===== src/rtl/page_walker_if.sv =====
// page_walker_if: signal bundle between the page-table walker and its neighbours.
//   Request side : root_ppn, req_valid, req_ready, req_vpn, flush
//   Memory side  : mem_req_valid/ready/addr, mem_resp_valid/data
//   Refill side  : refill_we, refill_idx, refill_tag, refill_payload
//   Fault report : fault, fault_level
// Modports:
//   master - the walker itself (drives req_ready, memory requests, refill and fault)
//   slave  - the environment (requester, PTE memory, tag RAM)
interface page_walker_if #(
  parameter int unsigned TAG_RAM_ADDR_WIDTH = 6,
  parameter int unsigned TAG_WIDTH          = 20,
  parameter int unsigned PAYLOAD_WIDTH      = 32
);
  logic [19:0]                   root_ppn;
  logic                          req_valid;
  logic                          req_ready;
  logic [TAG_WIDTH-1:0]          req_vpn;
  logic                          flush;

  logic                          mem_req_valid;
  logic                          mem_req_ready;
  logic [31:0]                   mem_req_addr;
  logic                          mem_resp_valid;
  logic [31:0]                   mem_resp_data;

  logic                          refill_we;
  logic [TAG_RAM_ADDR_WIDTH-1:0] refill_idx;
  logic [TAG_WIDTH-1:0]          refill_tag;
  logic [PAYLOAD_WIDTH-1:0]      refill_payload;

  logic                          fault;
  logic                          fault_level;

  modport master (
    input  root_ppn, req_valid, req_vpn, flush,
    input  mem_req_ready, mem_resp_valid, mem_resp_data,
    output req_ready, mem_req_valid, mem_req_addr,
    output refill_we, refill_idx, refill_tag, refill_payload,
    output fault, fault_level
  );

  modport slave (
    output root_ppn, req_valid, req_vpn, flush,
    output mem_req_ready, mem_resp_valid, mem_resp_data,
    input  req_ready, mem_req_valid, mem_req_addr,
    input  refill_we, refill_idx, refill_tag, refill_payload,
    input  fault, fault_level
  );
endinterface


===== src/rtl/page_walker.sv =====
// page_walker: two-level (Sv32-style) hardware page-table walker feeding the MMU tag RAM refill
// port. A translation miss (VPN) is accepted in IDLE, one or two PTEs are read over a simple
// valid/ready request + single-response memory port, and the result is written to the tag RAM
// with a one-cycle refill_we pulse, or a one-cycle fault pulse is raised.
//
// Ports:
//   clk    - clock, rising edge
//   resetn - asynchronous active-low reset
//   bus    - page_walker_if.master (request, PTE memory, refill and fault signals)
//
// Parameters:
//   TAG_RAM_ADDR_WIDTH - refill index width (index = low VPN bits)
//   TAG_WIDTH          - VPN / tag width, must be 20
//   PAYLOAD_WIDTH      - refill payload width, must be 32 ({PPN, 2'b00, pte[9:0]})
//   TIMEOUT_CYCLES     - memory-response watchdog limit
//
// Build option:
//   PTW_TIMEOUT_EN - when defined, a watchdog aborts a walk (fault) or a drain (silently) after
//                    TIMEOUT_CYCLES cycles without a response. Undefined: wait indefinitely.
module page_walker #(
  parameter int unsigned TAG_RAM_ADDR_WIDTH = 6,
  parameter int unsigned TAG_WIDTH          = 20,
  parameter int unsigned PAYLOAD_WIDTH      = 32,
  parameter int unsigned TIMEOUT_CYCLES     = 255
) (
  input logic           clk,
  input logic           resetn,
  page_walker_if.master bus
);

  typedef enum logic [2:0] {
    StIdle,
    StL1Req,
    StL1Wait,
    StL0Req,
    StL0Wait,
    StRefill,
    StFault,
    StDrain
  } state_e;

  state_e                        state_q;
  logic [TAG_WIDTH-1:0]          vpn_q;
  // Root PPN during level 1, next-level table PPN during level 0.
  logic [19:0]                   ppn_q;

  logic                          refill_we_q;
  logic [TAG_RAM_ADDR_WIDTH-1:0] refill_idx_q;
  logic [TAG_WIDTH-1:0]          refill_tag_q;
  logic [PAYLOAD_WIDTH-1:0]      refill_payload_q;
  logic                          fault_q;
  logic                          fault_level_q;

  // PTE decode of the response currently on the bus.
  logic [31:0] pte;
  logic        pte_bad;
  logic        pte_leaf;
  logic        pte_misaligned;
  logic [19:0] super_ppn;
  logic [31:0] l1_addr;
  logic [31:0] l0_addr;
  logic        tmo_hit;
  logic        unused_pte;

  assign pte            = bus.mem_resp_data;
  // Invalid, or write-only (reserved encoding).
  assign pte_bad        = !pte[0] || (!pte[1] && pte[2]);
  assign pte_leaf       = pte[1] || pte[3];
  assign pte_misaligned = (pte[19:10] != 10'h000);
  // Superpage: upper PPN from the PTE, low PPN bits come straight from VPN0.
  assign super_ppn      = {pte[29:20], vpn_q[9:0]};
  assign unused_pte     = ^pte[31:30];

  // Address arithmetic is plain 32-bit and wraps.
  assign l1_addr = {ppn_q, 12'h000} + {20'h00000, vpn_q[19:10], 2'b00};
  assign l0_addr = {ppn_q, 12'h000} + {20'h00000, vpn_q[9:0], 2'b00};

  assign bus.req_ready      = (state_q == StIdle);
  assign bus.mem_req_valid  = (state_q == StL1Req) || (state_q == StL0Req);
  assign bus.mem_req_addr   = (state_q == StL1Req) ? l1_addr :
                              (state_q == StL0Req) ? l0_addr : 32'h0000_0000;
  assign bus.refill_we      = refill_we_q;
  assign bus.refill_idx     = refill_idx_q;
  assign bus.refill_tag     = refill_tag_q;
  assign bus.refill_payload = refill_payload_q;
  assign bus.fault          = fault_q;
  assign bus.fault_level    = fault_level_q;

`ifdef PTW_TIMEOUT_EN
  localparam int unsigned TmoLog = $clog2(TIMEOUT_CYCLES + 1);
  localparam int unsigned TmoW   = (TmoLog < 8) ? 8 : ((TmoLog > 32) ? 32 : TmoLog);

  logic [TmoW-1:0] tmo_cnt_q;
  logic            waiting;

  assign waiting = (state_q == StL1Wait) || (state_q == StL0Wait) || (state_q == StDrain);
  // Hit on the last idle cycle so the abort takes effect exactly TIMEOUT_CYCLES cycles in.
  assign tmo_hit = waiting && !bus.mem_resp_valid &&
                   (tmo_cnt_q == TmoW'(TIMEOUT_CYCLES - 1));

  // Counting only while waiting clears it on every WAIT/DRAIN entry; a flush out of a WAIT
  // state clears it too so DRAIN gets a full budget.
  always_ff @(posedge clk or negedge resetn) begin
    if (!resetn) begin
      tmo_cnt_q <= '0;
    end else if (waiting && !bus.mem_resp_valid && !(bus.flush && (state_q != StDrain))) begin
      tmo_cnt_q <= tmo_cnt_q + 1'b1;
    end else begin
      tmo_cnt_q <= '0;
    end
  end
`else
  logic unused_timeout;

  assign tmo_hit        = 1'b0;
  assign unused_timeout = ^TIMEOUT_CYCLES;
`endif

  always_ff @(posedge clk or negedge resetn) begin
    if (!resetn) begin
      state_q          <= StIdle;
      vpn_q            <= '0;
      ppn_q            <= '0;
      refill_we_q      <= 1'b0;
      refill_idx_q     <= '0;
      refill_tag_q     <= '0;
      refill_payload_q <= '0;
      fault_q          <= 1'b0;
      fault_level_q    <= 1'b0;
    end else begin
      // Pulses last exactly one cycle.
      refill_we_q <= 1'b0;
      fault_q     <= 1'b0;

      unique case (state_q)
        StIdle: begin
          if (bus.req_valid && !bus.flush) begin
            vpn_q   <= bus.req_vpn;
            ppn_q   <= bus.root_ppn;
            state_q <= StL1Req;
          end
        end

        StL1Req: begin
          if (bus.mem_req_ready) begin
            // The request is already issued, so a flush must still swallow its response.
            state_q <= bus.flush ? StDrain : StL1Wait;
          end else if (bus.flush) begin
            state_q <= StIdle;
          end
        end

        StL1Wait: begin
          if (bus.flush) begin
            // A response arriving with the flush is the outstanding one: nothing left to drain.
            state_q <= bus.mem_resp_valid ? StIdle : StDrain;
          end else if (bus.mem_resp_valid) begin
            if (pte_bad || (pte_leaf && pte_misaligned)) begin
              fault_q       <= 1'b1;
              fault_level_q <= 1'b1;
              state_q       <= StFault;
            end else if (pte_leaf) begin
              refill_we_q      <= 1'b1;
              refill_idx_q     <= vpn_q[TAG_RAM_ADDR_WIDTH-1:0];
              refill_tag_q     <= vpn_q;
              refill_payload_q <= {super_ppn, 2'b00, pte[9:0]};
              state_q          <= StRefill;
            end else begin
              ppn_q   <= pte[29:10];
              state_q <= StL0Req;
            end
          end else if (tmo_hit) begin
            fault_q       <= 1'b1;
            fault_level_q <= 1'b1;
            state_q       <= StFault;
          end
        end

        StL0Req: begin
          if (bus.mem_req_ready) begin
            state_q <= bus.flush ? StDrain : StL0Wait;
          end else if (bus.flush) begin
            state_q <= StIdle;
          end
        end

        StL0Wait: begin
          if (bus.flush) begin
            state_q <= bus.mem_resp_valid ? StIdle : StDrain;
          end else if (bus.mem_resp_valid) begin
            // No third level: a pointer here is a fault as well.
            if (pte_bad || !pte_leaf) begin
              fault_q       <= 1'b1;
              fault_level_q <= 1'b0;
              state_q       <= StFault;
            end else begin
              refill_we_q      <= 1'b1;
              refill_idx_q     <= vpn_q[TAG_RAM_ADDR_WIDTH-1:0];
              refill_tag_q     <= vpn_q;
              refill_payload_q <= {pte[29:10], 2'b00, pte[9:0]};
              state_q          <= StRefill;
            end
          end else if (tmo_hit) begin
            fault_q       <= 1'b1;
            fault_level_q <= 1'b0;
            state_q       <= StFault;
          end
        end

        StRefill: state_q <= StIdle;

        StFault: state_q <= StIdle;

        StDrain: begin
          if (bus.mem_resp_valid || tmo_hit) begin
            state_q <= StIdle;
          end
        end

        default: state_q <= StIdle;
      endcase
    end
  end

endmodule


===== src/flat_wrapper.sv =====
// flat-port wrapper written by rule: the top's interface ports become plain ports
module page_walker_flat 
#(
  parameter int unsigned TAG_RAM_ADDR_WIDTH = 6,
  parameter int unsigned TAG_WIDTH          = 20,
  parameter int unsigned PAYLOAD_WIDTH      = 32,
  parameter int unsigned TIMEOUT_CYCLES     = 255
)
  (clk, resetn, bus_root_ppn, bus_req_valid, bus_req_vpn, bus_flush, bus_mem_req_ready, bus_mem_resp_valid, bus_mem_resp_data, bus_req_ready, bus_mem_req_valid, bus_mem_req_addr, bus_refill_we, bus_refill_idx, bus_refill_tag, bus_refill_payload, bus_fault, bus_fault_level);
  page_walker_if #(.TAG_RAM_ADDR_WIDTH(TAG_RAM_ADDR_WIDTH), .TAG_WIDTH(TAG_WIDTH), .PAYLOAD_WIDTH(PAYLOAD_WIDTH)) bus_i ();
  input logic clk;
  input logic resetn;
  input wire logic [$bits(bus_i.root_ppn)-1:0] bus_root_ppn;
  input wire logic [$bits(bus_i.req_valid)-1:0] bus_req_valid;
  input wire logic [$bits(bus_i.req_vpn)-1:0] bus_req_vpn;
  input wire logic [$bits(bus_i.flush)-1:0] bus_flush;
  input wire logic [$bits(bus_i.mem_req_ready)-1:0] bus_mem_req_ready;
  input wire logic [$bits(bus_i.mem_resp_valid)-1:0] bus_mem_resp_valid;
  input wire logic [$bits(bus_i.mem_resp_data)-1:0] bus_mem_resp_data;
  output wire logic [$bits(bus_i.req_ready)-1:0] bus_req_ready;
  output wire logic [$bits(bus_i.mem_req_valid)-1:0] bus_mem_req_valid;
  output wire logic [$bits(bus_i.mem_req_addr)-1:0] bus_mem_req_addr;
  output wire logic [$bits(bus_i.refill_we)-1:0] bus_refill_we;
  output wire logic [$bits(bus_i.refill_idx)-1:0] bus_refill_idx;
  output wire logic [$bits(bus_i.refill_tag)-1:0] bus_refill_tag;
  output wire logic [$bits(bus_i.refill_payload)-1:0] bus_refill_payload;
  output wire logic [$bits(bus_i.fault)-1:0] bus_fault;
  output wire logic [$bits(bus_i.fault_level)-1:0] bus_fault_level;
  assign bus_i.root_ppn = bus_root_ppn;
  assign bus_i.req_valid = bus_req_valid;
  assign bus_i.req_vpn = bus_req_vpn;
  assign bus_i.flush = bus_flush;
  assign bus_i.mem_req_ready = bus_mem_req_ready;
  assign bus_i.mem_resp_valid = bus_mem_resp_valid;
  assign bus_i.mem_resp_data = bus_mem_resp_data;
  assign bus_req_ready = bus_i.req_ready;
  assign bus_mem_req_valid = bus_i.mem_req_valid;
  assign bus_mem_req_addr = bus_i.mem_req_addr;
  assign bus_refill_we = bus_i.refill_we;
  assign bus_refill_idx = bus_i.refill_idx;
  assign bus_refill_tag = bus_i.refill_tag;
  assign bus_refill_payload = bus_i.refill_payload;
  assign bus_fault = bus_i.fault;
  assign bus_fault_level = bus_i.fault_level;
  page_walker #(.TAG_RAM_ADDR_WIDTH(TAG_RAM_ADDR_WIDTH), .TAG_WIDTH(TAG_WIDTH), .PAYLOAD_WIDTH(PAYLOAD_WIDTH), .TIMEOUT_CYCLES(TIMEOUT_CYCLES)) u_core (.clk(clk), .resetn(resetn), .bus(bus_i));
endmodule

===== config.mk =====
export PLATFORM = sky130hd
export DESIGN_NAME = page_walker_flat
export DESIGN_NICKNAME = d
export VERILOG_FILES = /design/src/rtl/page_walker_if.sv /design/src/rtl/page_walker.sv /design/src/flat_wrapper.sv
export SDC_FILE = /design/constraint.sdc
export NUM_CORES = 1
export LEC_CHECK = 0
export CAP_MARGIN = 15
export CORE_MARGIN = 10
export CORE_UTILIZATION = 48
export CTS_CLUSTER_SIZE = 8
export DETAILED_ROUTE_END_ITERATION = 10
export HOLD_SLACK_MARGIN = 0.06
export PLACE_DENSITY = 0.95
export SLEW_MARGIN = 15
export SYNTH_ARGS = -nofsm -noshare
export SYNTH_HDL_FRONTEND = slang
export SYNTH_SLANG_ARGS = --single-unit

===== constraint.sdc =====
create_clock -name clk -period 3.37 [get_ports clk]
set_input_delay 0.674 -clock clk [delete_from_list [all_inputs] [get_ports clk]]
set_output_delay 0.674 -clock clk [all_outputs]
set_load 0.1 [all_outputs]

==> results.sh, run 1 <==
export IMPL_clock_sinks=96
export IMPL_worstHoldPathType="in -> async"
export IMPL_yosysMostFrequentCell="dfrtp_1"
export IMPL_syn_area_um2=4600
export IMPL_critPathCapture="bus_mem_req_addr[30]"
export IMPL_maxCapViolations=0
export IMPL_core_area_um2=9280
export IMPL_drc=0
export IMPL_cts_root_buffer="clkbuf_8"
export IMPL_wl_per_cell_um=19.8
export IMPL_period_needed_ps=2900
export IMPL_ff2ff_path_depth=5
export IMPL_place_congestion=0.890
export IMPL_antenna_left=0
export IMPL_drive_above_1_share_pct=26.0
export IMPL_required_ps=2700
export IMPL_numPortBuffers=166
export IMPL_slew_headroom_pct=35.0
export IMPL_finalHoldViolCount=0
export IMPL_total_power_w=0.00745
export IMPL_synth_area_leaders="dfrtp_1 (52%), mux2_1 (9.1%), mux2_2 (5.4%), nor2_1 (5.3%), o22a_1 (3.8%)"
export IMPL_antennaDiodeCount=0
export IMPL_ys_seq_elements=96
export IMPL_rrSetupSlack_ps=1010
export IMPL_yosysTopAreaCellShare_pct=52.2
export IMPL_cts_buffers=9
export IMPL_antenna_found_initial=0
export IMPL_cts_buffer_depth=2
export IMPL_ctsHoldBuffers=0
export IMPL_max_slew_worst_pin_slew_ps=972
export IMPL_grt_overflow_total=0
export IMPL_grt_pass1_vias=4062
export IMPL_die_area_um2=13900
export IMPL_synth_cell_type_count=44
export IMPL_r2r_end="u_core.bus.refill_tag[8]"
export IMPL_grt_use_total_pct=19.6
export IMPL_synth_top_cell_by_area="dfrtp_1"
export IMPL_via_per_inst=5.37
export IMPL_clkTransAtPathRegs_ps=100
export IMPL_synthArstFlopShare_pct=100
export IMPL_post_route_util_pct=71.0
export IMPL_ys_top_cells_by_count="dfrtp_1 (96), nor2_1 (65), mux2_1 (37), a21oi_1 (28), nand2_1 (27)"
export IMPL_setup_violations=0
export IMPL_start_util_pct=49.6
export IMPL_syn_inst=427
export IMPL_critPathKind="reg -> out"
export IMPL_cts_tree="built"
export IMPL_grt_start_max_net_pins=76
export IMPL_final_setup_tns_ps=0
export IMPL_crit_path_max_fanout=24
export IMPL_worst_r2r_startpoint="u_core.state_q[2]"
export IMPL_hpwlAfterDp_um=10700
export IMPL_clock_skew_ps=14.5
export IMPL_synth_edf_count=0
export IMPL_clock_latency_ps=350
export IMPL_post_cts_resized=0
export IMPL_wl_um=14100
export IMPL_ir_worst_vdd_uv=678
export IMPL_dr_pass1_iters=4
export IMPL_htreeDepth=3
export IMPL_vias=3831
export IMPL_fp_row_count=35
export IMPL_fillers=707
export IMPL_drt_initial_drc_count=258
export IMPL_dpl_cell_count=697
export IMPL_fp_dieW_um=118
export IMPL_path_cells="inv_1 > nand2_1 > inv_1 > and2_1 > buf_12"
export IMPL_slowest_stage="dfrtp_1"
export IMPL_fin_cells=713
export IMPL_p_leak_nw=3.07
export IMPL_power_density_nw_per_um2=1130
export IMPL_final_net_count=657
export IMPL_end_kind="output pin"
export IMPL_fmaxAchievable_ghz=0.345
export IMPL_grt_first_pass_wirelength_um=22400
export IMPL_drv_slew=0
export IMPL_yosysSeqAreaShare_pct=52.2
export IMPL_fin_crit_sh_pct=86.0
export IMPL_syn_avg_cell_area_um2=10.8
export IMPL_critical_path_most_common_cell="inv_1"
export IMPL_fp_dieH_um=118
export IMPL_crit_start="u_core.state_q[2]"
export IMPL_crit_path_start_kind="register"
export IMPL_worst_ep_arrival_time_ps=2230
export IMPL_synth_top_flop_cell="dfrtp_1"
export IMPL_max_stage_delay_ps=590
export IMPL_status="completed"
export IMPL_post_cts_buffers=0
export IMPL_hold_ws_ps=461
export IMPL_rsz0062_at_grt="false"
export IMPL_yosysWarnings=0
export IMPL_io_pins=173
export IMPL_areaGrowthSynthToFinish_pct=43.2
-- layout by cell type (no fill, tap or decap), types with 2 or more instances in the layout --
cell type / Yosys / layout
nor3_1: 4 / 3
inv_6: 0 / 2
clkdlybuf4s50_1: 0 / 75
inv_1: 5 / 5
dfrtp_1: 96 / 96
a21oi_1: 28 / 28
mux2_1: 37 / 37
nor3b_1: 3 / 2
o22a_1: 20 / 20
a211oi_1: 2 / 2
nor2_1: 65 / 65
nand3_1: 2 / 2
and2_1: 20 / 20
o21ai_0: 6 / 5
o211ai_1: 3 / 3
buf_4: 13 / 81
mux2i_1: 10 / 10
conb_1: 1 / 4
nor4_1: 3 / 3
nand2_1: 27 / 27
clkbuf_8: 0 / 10
buf_12: 0 / 23
mux2_2: 22 / 22
o22ai_1: 2 / 2
a31oi_1: 10 / 10
-- logic make-up (layout without fill, tap and decap cells) --
logic type,after synthesis,count (layout),synth area share (%)
buf+inv,47,201,5.68
simple gates,132,132,13.2
xor+xnor,1,1,0.190
other cells,1,4,0.0815
flops,96,96,52.2
compound gates,81,81,12.1
mux,69,69,16.6
-- how the worst min path moves through the flow --
stage	startpoint	cells past startpoint	endpoint	slack, ps
final	resetn	1	u_core.ppn_q[9]	460
after global routing	resetn	1	u_core.ppn_q[1]	520
after CTS	resetn	1	u_core.bus.refill_payload[0]	480
after detailed placement	u_core.bus.refill_tag[9]	1	u_core.bus.refill_tag[9]	480
after global placement	u_core.bus.refill_payload[0]	1	u_core.bus.refill_payload[0]	460
after floorplan	resetn	0	u_core.bus.fault	380
-- area by class of cell --
cell class                 instances  area [um^2]  area share [%]
clock buffer                      10          138            2.09
clock inverter                     6         83.8            1.27
inverter                           6         22.5           0.342
multi-input combinational        287         1960            29.8
sequential                        96         2400            36.4
tap                              129          161            2.45
timing repair buffer             179         1820            27.6
-- flip-flops by register name (all words and copies together) (netlist names) --
register	count
u_core.bus.refill_payload	30
u_core.bus.refill_tag	20
u_core.ppn_q	20
u_core.vpn_q	20
u_core.state_q	3
u_core.bus.fault	1
u_core.bus.fault_level	1
u_core.bus.refill_we	1
-- power by group --
part,internal (W),total [W],switching (W)
combinational,0.00141,0.00480,0.00338
sequential,0.00152,0.00183,0.000309
clock,0.000382,0.000823,0.000441
-- per-layer routing --
metal / track usage, % / vias to the layer above / part of all wire [%]
met2: 34.0 / 142 / 52
met4: 5.72 / 0 / 1.9
met1: 22.9 / 1890 / 40
li1: - / 1777 / -
met5: 0 / - / 0
met3: 5.80 / 22 / 7.1
-- worst max-delay path, delay by kind of cell (launching register included) --
kind	cells	cell delay [ps]
flip-flops	1	590
buffers and inverters	3	920
AND/OR/NAND/NOR	2	350
-- per-stage QoR --
| stage | worst slack [ps] | area [um^2] |
|---|---|---|
| after global placement | 427 | 6370 |
| final | 470 | 6590 |
| after global routing | 325 | 6590 |
| after detailed placement | 371 | 6370 |
| after floorplan | 151 | 4620 |
| after CTS | 466 | 6590 |
Power figures use the tool's default switching activity.
==> inputs of run 2 (changes only) <==
--- a/config.mk
+++ b/config.mk
@@ -6,10 +6,11 @@
 export NUM_CORES = 1
 export LEC_CHECK = 0
 export CAP_MARGIN = 15
-export CORE_MARGIN = 10
+export CORE_MARGIN = 5
 export CORE_UTILIZATION = 48
 export CTS_CLUSTER_SIZE = 8
 export DETAILED_ROUTE_END_ITERATION = 10
+export GPL_TIMING_DRIVEN = 0
 export HOLD_SLACK_MARGIN = 0.06
 export PLACE_DENSITY = 0.95
 export SLEW_MARGIN = 15
==> run 2 against run 1 <==
Cell count is 3.8% higher. Worst setup slack got worse by 350 ps. Sequential power about the same. Routed wire length fell by 3.1%. Flip-flop and latch count unchanged. Maximum frequency shrank 11%. Critical path depth unchanged. First-iteration DRC count is 25% lower. Sequential share of layout area rose by 0.083 points. Non-clock buffer count up 27. Critical path type unchanged. Critical endpoint is now bus_mem_req_addr[31]. Largest power group unchanged. Highest routed layer unchanged.
==> results.sh, run 2 (synthesis results as in run 1) <==
export IMPL_ir_worst_vdd_uv=564
export IMPL_areaGrowthSynthToFinish_pct=42.9
export IMPL_r2r_end="u_core.ppn_q[17]"
export IMPL_drc=0
export IMPL_crit_start="u_core.state_q[0]"
export IMPL_antenna_left=0
export IMPL_drt_initial_drc_count=194
export IMPL_io_pins=173
export IMPL_layout_commonest_cell="clkdlybuf4s50_1"
export IMPL_cts_buffers=9
export IMPL_hpwlAfterDp_um=10500
export IMPL_slew_headroom_pct=31.6
export IMPL_drive_above_1_share_pct=16.7
export IMPL_hold_ws_ps=292
export IMPL_max_stage_delay_ps=860
export IMPL_wl_per_cell_um=18.5
export IMPL_critPathKind="reg -> out"
export IMPL_worst_ep_arrival_time_ps=2570
export IMPL_drv_slew=0
export IMPL_grt_start_max_net_pins=53
export IMPL_cts_tree="built"
export IMPL_start_util_pct=49.6
export IMPL_clock_sinks=96
export IMPL_place_area_um2=6450
export IMPL_path_cells="clkbuf_1 > nand2_1 > inv_1 > and2_1 > dlygate4sd2_1"
export IMPL_ff2ff_path_depth=6
export IMPL_vias=3959
export IMPL_rsz0062_at_grt="false"
export IMPL_grt_pass1_vias=4208
export IMPL_fp_row_count=35
export IMPL_finalHoldViolCount=0
export IMPL_grt_first_pass_wirelength_um=21700
export IMPL_via_per_inst=5.35
export IMPL_core_area_um2=9280
export IMPL_grt_overflow_total=0
export IMPL_ctsHoldBuffers=0
export IMPL_worstHoldPathType="in -> async"
export IMPL_crit_path_start_kind="register"
export IMPL_power_density_nw_per_um2=1060
export IMPL_cts_root_buffer="clkbuf_8"
export IMPL_end_kind="output pin"
export IMPL_dpl_cell_count=724
export IMPL_worst_r2r_startpoint="u_core.state_q[2]"
export IMPL_grt_use_total_pct=23.9
export IMPL_largest_reg_flops=30
export IMPL_final_net_count=684
export IMPL_die_area_um2=11600
export IMPL_clkTransAtPathRegs_ps=110
export IMPL_critPathCapture="bus_mem_req_addr[31]"
export IMPL_htreeDepth=3
export IMPL_cts_buffer_depth=2
export IMPL_fp_dieH_um=108
export IMPL_antennaDiodeCount=0
export IMPL_stdcell_area_um2=6580
export IMPL_fp_dieW_um=108
export IMPL_wl_um=13700
export IMPL_fmaxAchievable_ghz=0.308
export IMPL_dr_pass1_iters=4
export IMPL_antenna_found_initial=0
export IMPL_status="completed"
export IMPL_fin_crit_sh_pct=96.4
export IMPL_fillers=715
export IMPL_max_slew_worst_pin_slew_ps=1020
export IMPL_clock_skew_ps=9.17
export IMPL_clock_latency_ps=370
export IMPL_pre_cts_slack_ps=-222
export IMPL_final_setup_worst_slack_ps=123
export IMPL_required_ps=2700
export IMPL_rrSetupSlack_ps=1030
export IMPL_numPortBuffers=164
export IMPL_place_congestion=0.895
export IMPL_maxCapViolations=0
export IMPL_final_setup_tns_ps=0
export IMPL_setup_violations=0
export IMPL_register_area_um2=2400
export IMPL_multi_input_area_um2=1960
export IMPL_slowest_stage="dlygate4sd2_1"
export IMPL_final_cell_mix="clkdlybuf4s50_1 (131), dfrtp_1 (96), nor2_1 (65), mux2_1 (37), a21oi_1 (28)"
export IMPL_period_needed_ps=3250
export IMPL_post_cts_buffers=0
export IMPL_p_leak_nw=2.93
export IMPL_crit_path_max_fanout=10
export IMPL_fin_cells=740
-- run 2: cell count changes in the layout (fill, tap and decap cells not counted), moves of 2 or more --
cell,before,now
clkbuf_2,0,7
clkdlybuf4s50_1,75,131
clkbuf_1,0,17
buf_12,23,0
buf_4,81,14
buf_6,0,4
buf_2,0,15
clkdlybuf4s15_2,0,15
dlygate4sd2_1,0,2
-- run 2: stage by stage --
step | util (%) | power, W
floorplan | - | 0.00523
global placement | 69.2 | 0.00630
detailed placement | 69.5 | 0.00639
CTS | 71.8 | 0.00704
global route | 70.8 | 0.00724
finish | 70.8 | 0.00696
-- run 2: how the worst min path moves through the flow --
stage | start | to | slack, ps | depth (start not counted)
global placement | u_core.bus.refill_payload[0] | u_core.bus.refill_payload[0] | 450 | 1
finish | resetn | u_core.ppn_q[9] | 290 | 1
global route | resetn | u_core.ppn_q[9] | 340 | 1
floorplan | resetn | u_core.bus.fault | 380 | 0
detailed placement | u_core.bus.refill_payload[26] | u_core.bus.refill_payload[26] | 470 | 1
CTS | resetn | u_core.ppn_q[7] | 320 | 1
-- run 2: worst max-delay path: cells and delay by family, from the launching register on --
kind / cells / cell delay, ps
buffers and inverters: 3 / 1480
flip-flops: 1 / 420
AND/OR/NAND/NOR: 2 / 310
-- run 2: report_power, final --
group	switching [W]	total (W)	internal (W)
combinational	0.00336	0.00443	0.00107
sequential	0.000274	0.00180	0.00152
clock	0.000441	0.000725	0.000284
-- run 2: cell type report --
type                    count  share of cell area [%]
flip-flops and latches     96                    36.5
multi-input cells         287                    29.7
repair buffers            165                    24.4
plain buffers              41                    3.67
well taps                 129                    2.45
clock buffers               9                    1.88
clock inverters             7                   0.932
inverters                   6                   0.342
-- run 2: per-layer routing --
metal | global-route usage [%] | vias up | wire [um]
li1 | - | 1835 | -
met1 | 30.4 | 1929 | 5600
met2 | 39.5 | 160 | 6760
met3 | 4.78 | 35 | 853
met4 | 10.5 | 0 | 446
met5 | 0 | - | 0
-- run 2: timing repair --
| action | in CTS | in global routing |
|---|---|---|
| gates resized for setup | 86 | 27 |
| cloned | 0 | 0 |
| endpoints found under the setup margin | 32 | 15 |
==> inputs of run 3 (changes only) <==
--- a/config.mk
+++ b/config.mk
@@ -6,13 +6,12 @@
 export NUM_CORES = 1
 export LEC_CHECK = 0
 export CAP_MARGIN = 15
-export CORE_MARGIN = 5
 export CORE_UTILIZATION = 48
 export CTS_CLUSTER_SIZE = 8
 export DETAILED_ROUTE_END_ITERATION = 10
 export GPL_TIMING_DRIVEN = 0
 export HOLD_SLACK_MARGIN = 0.06
-export PLACE_DENSITY = 0.95
+export PLACE_DENSITY = 0.84
 export SLEW_MARGIN = 15
 export SYNTH_ARGS = -nofsm -noshare
 export SYNTH_HDL_FRONTEND = slang
==> run 3 against run 2 <==
Clock power is 19% higher. Hold slack better by 3.0 ps. Via count is 0.76% lower. Register-to-register slack worse by 40 ps. Die area is 14% lower. Cell count is 0.14% lower. Maximum frequency is 1.7% higher. Combinational power is 0.9% higher. Worst setup slack better by 55 ps. Critical path type unchanged. Critical endpoint is now bus_mem_req_addr[11]. Largest cell class unchanged.
==> results.sh, run 3 (synthesis results as in run 1) <==
export IMPL_wl_per_cell_um=17.6
export IMPL_fp_dieH_um=99.9
export IMPL_io_pins=173
export IMPL_end_kind="output pin"
export IMPL_grt_first_pass_wirelength_um=20500
export IMPL_drive_above_1_share_pct=16.6
export IMPL_clock_sinks=96
export IMPL_crit_path_max_fanout=10
export IMPL_antenna_found_initial=0
export IMPL_largest_reg_flops=30
export IMPL_drc=0
export IMPL_pre_cts_slack_ps=-242
export IMPL_ff2ff_path_depth=5
export IMPL_cts_buffer_depth=2
export IMPL_ir_worst_vdd_uv=611
export IMPL_crit_path_start_kind="register"
export IMPL_power_density_nw_per_um2=1060
export IMPL_fmaxAchievable_ghz=0.313
export IMPL_p_leak_nw=2.94
export IMPL_grt_pass1_vias=3999
export IMPL_grt_start_max_net_pins=56
export IMPL_layout_commonest_cell="clkdlybuf4s50_1"
export IMPL_via_per_inst=5.32
export IMPL_critPathKind="reg -> out"
export IMPL_rsz0062_at_grt="false"
export IMPL_start_util_pct=49.6
export IMPL_areaGrowthSynthToFinish_pct=45.8
export IMPL_final_setup_worst_slack_ps=178
export IMPL_final_net_count=683
export IMPL_ctsHoldBuffers=0
export IMPL_fin_crit_sh_pct=94.7
export IMPL_post_cts_resized=92
export IMPL_max_slew_worst_pin_slew_ps=1040
export IMPL_drt_initial_drc_count=218
export IMPL_fp_dieW_um=99.9
export IMPL_final_cell_mix="clkdlybuf4s50_1 (131), dfrtp_1 (96), nor2_1 (65), mux2_1 (37)"
export IMPL_antennaDiodeCount=0
export IMPL_cts_buffers=9
export IMPL_worst_ep_arrival_time_ps=2520
export IMPL_worstHoldPathType="in -> async"
export IMPL_htreeDepth=3
export IMPL_grt_use_total_pct=26.9
export IMPL_clock_skew_ps=11.6
export IMPL_cts_root_buffer="clkbuf_8"
export IMPL_setup_violations=0
export IMPL_antenna_left=0
export IMPL_slew_headroom_pct=30.5
export IMPL_clock_latency_ps=360
export IMPL_place_congestion=0.900
export IMPL_post_cts_buffers=0
export IMPL_finalHoldViolCount=0
export IMPL_vias=3929
export IMPL_required_ps=2700
export IMPL_clkTransAtPathRegs_ps=100
export IMPL_fillers=702
export IMPL_total_power_w=0.00713
export IMPL_wl_um=13000
export IMPL_drv_slew=0
export IMPL_period_needed_ps=3190
export IMPL_cts_tree="built"
export IMPL_numPortBuffers=164
export IMPL_post_route_util_pct=72.3
export IMPL_dr_pass1_iters=5
export IMPL_maxCapViolations=0
export IMPL_hpwlAfterDp_um=9720
export IMPL_status="completed"
export IMPL_grt_overflow_total=0
export IMPL_die_area_um2=9990
export IMPL_fp_row_count=35
export IMPL_core_area_um2=9280
[run 3: cell types whose count changed in the layout (fill, tap and decap cells not counted), sizes merged]
cell           before  now
clkdlybuf4s18       0    1
clkbuf             33   28
bufinv              0    2
clkdlybuf4s15      15   29
buf                34   24
clkinv              2    0
clkinvlp            1    0
[run 3: layer usage]
layer / wire length, um / part of all wire, % / global-route usage [%]
met3: 872 / 6.7 / 5.64
met2: 6380 / 49 / 44.7
met4: 303 / 2.3 / 8.71
met1: 5470 / 42 / 35.4
met5: 0 / 0 / 0
[run 3: critical path: stages, from the launching register on]
cell and delay, ps:
dfrtp_1 420, clkbuf_1 420, clkbuf_2 440, mux2i_1 150, nor2_1 140, clkdlybuf4s15_2 580
[run 3: power breakdown]
part	leakage, nW	internal [W]	switching [W]
clock network	0.118	0.000449	0.000416
registers	1.22	0.00152	0.000272
logic	1.60	0.00113	0.00334
total	2.94	0.00311	0.00403
[run 3: final timing paths]
path / startpoint / to / slack [ps]
max in group asynchronous: resetn / u_core.bus.refill_payload[6] / 2400
min in group clk: u_core.bus.refill_payload[0] / u_core.bus.refill_payload[0] / 480
hold reg to reg: u_core.bus.refill_payload[0] / u_core.bus.refill_payload[0] / 480
setup / recovery: u_core.state_q[1] / bus_mem_req_addr[11] / 180
setup reg to reg: u_core.state_q[0] / u_core.ppn_q[11] / 990
hold / removal: resetn / u_core.ppn_q[17] / 290
[run 3: area by class of cell]
class                           instances  area, um^2  area share, %
Buffer                                 40         238           3.54
Clock inverter                          6        95.1           1.42
Clock buffer                           10         138           2.05
Sequential cell                        96        2400           35.8
Inverter                                6        22.5          0.336
Tap cell                              129         161           2.40
Multi-Input combinational cell        287        1960           29.1
Timing Repair Buffer                  165        1700           25.3
[run 3: stage by stage]
step                      instances  hold WS [ps]  cell area [um^2]  TNS, ps
after floorplan                 430           378              4620        0
after global placement          723           453              6420  -185500
after detailed placement        724           461              6450    -3440
after CTS                       740           309              6720        0
after global routing            739           333              6710        0
final                           739           295              6710        0
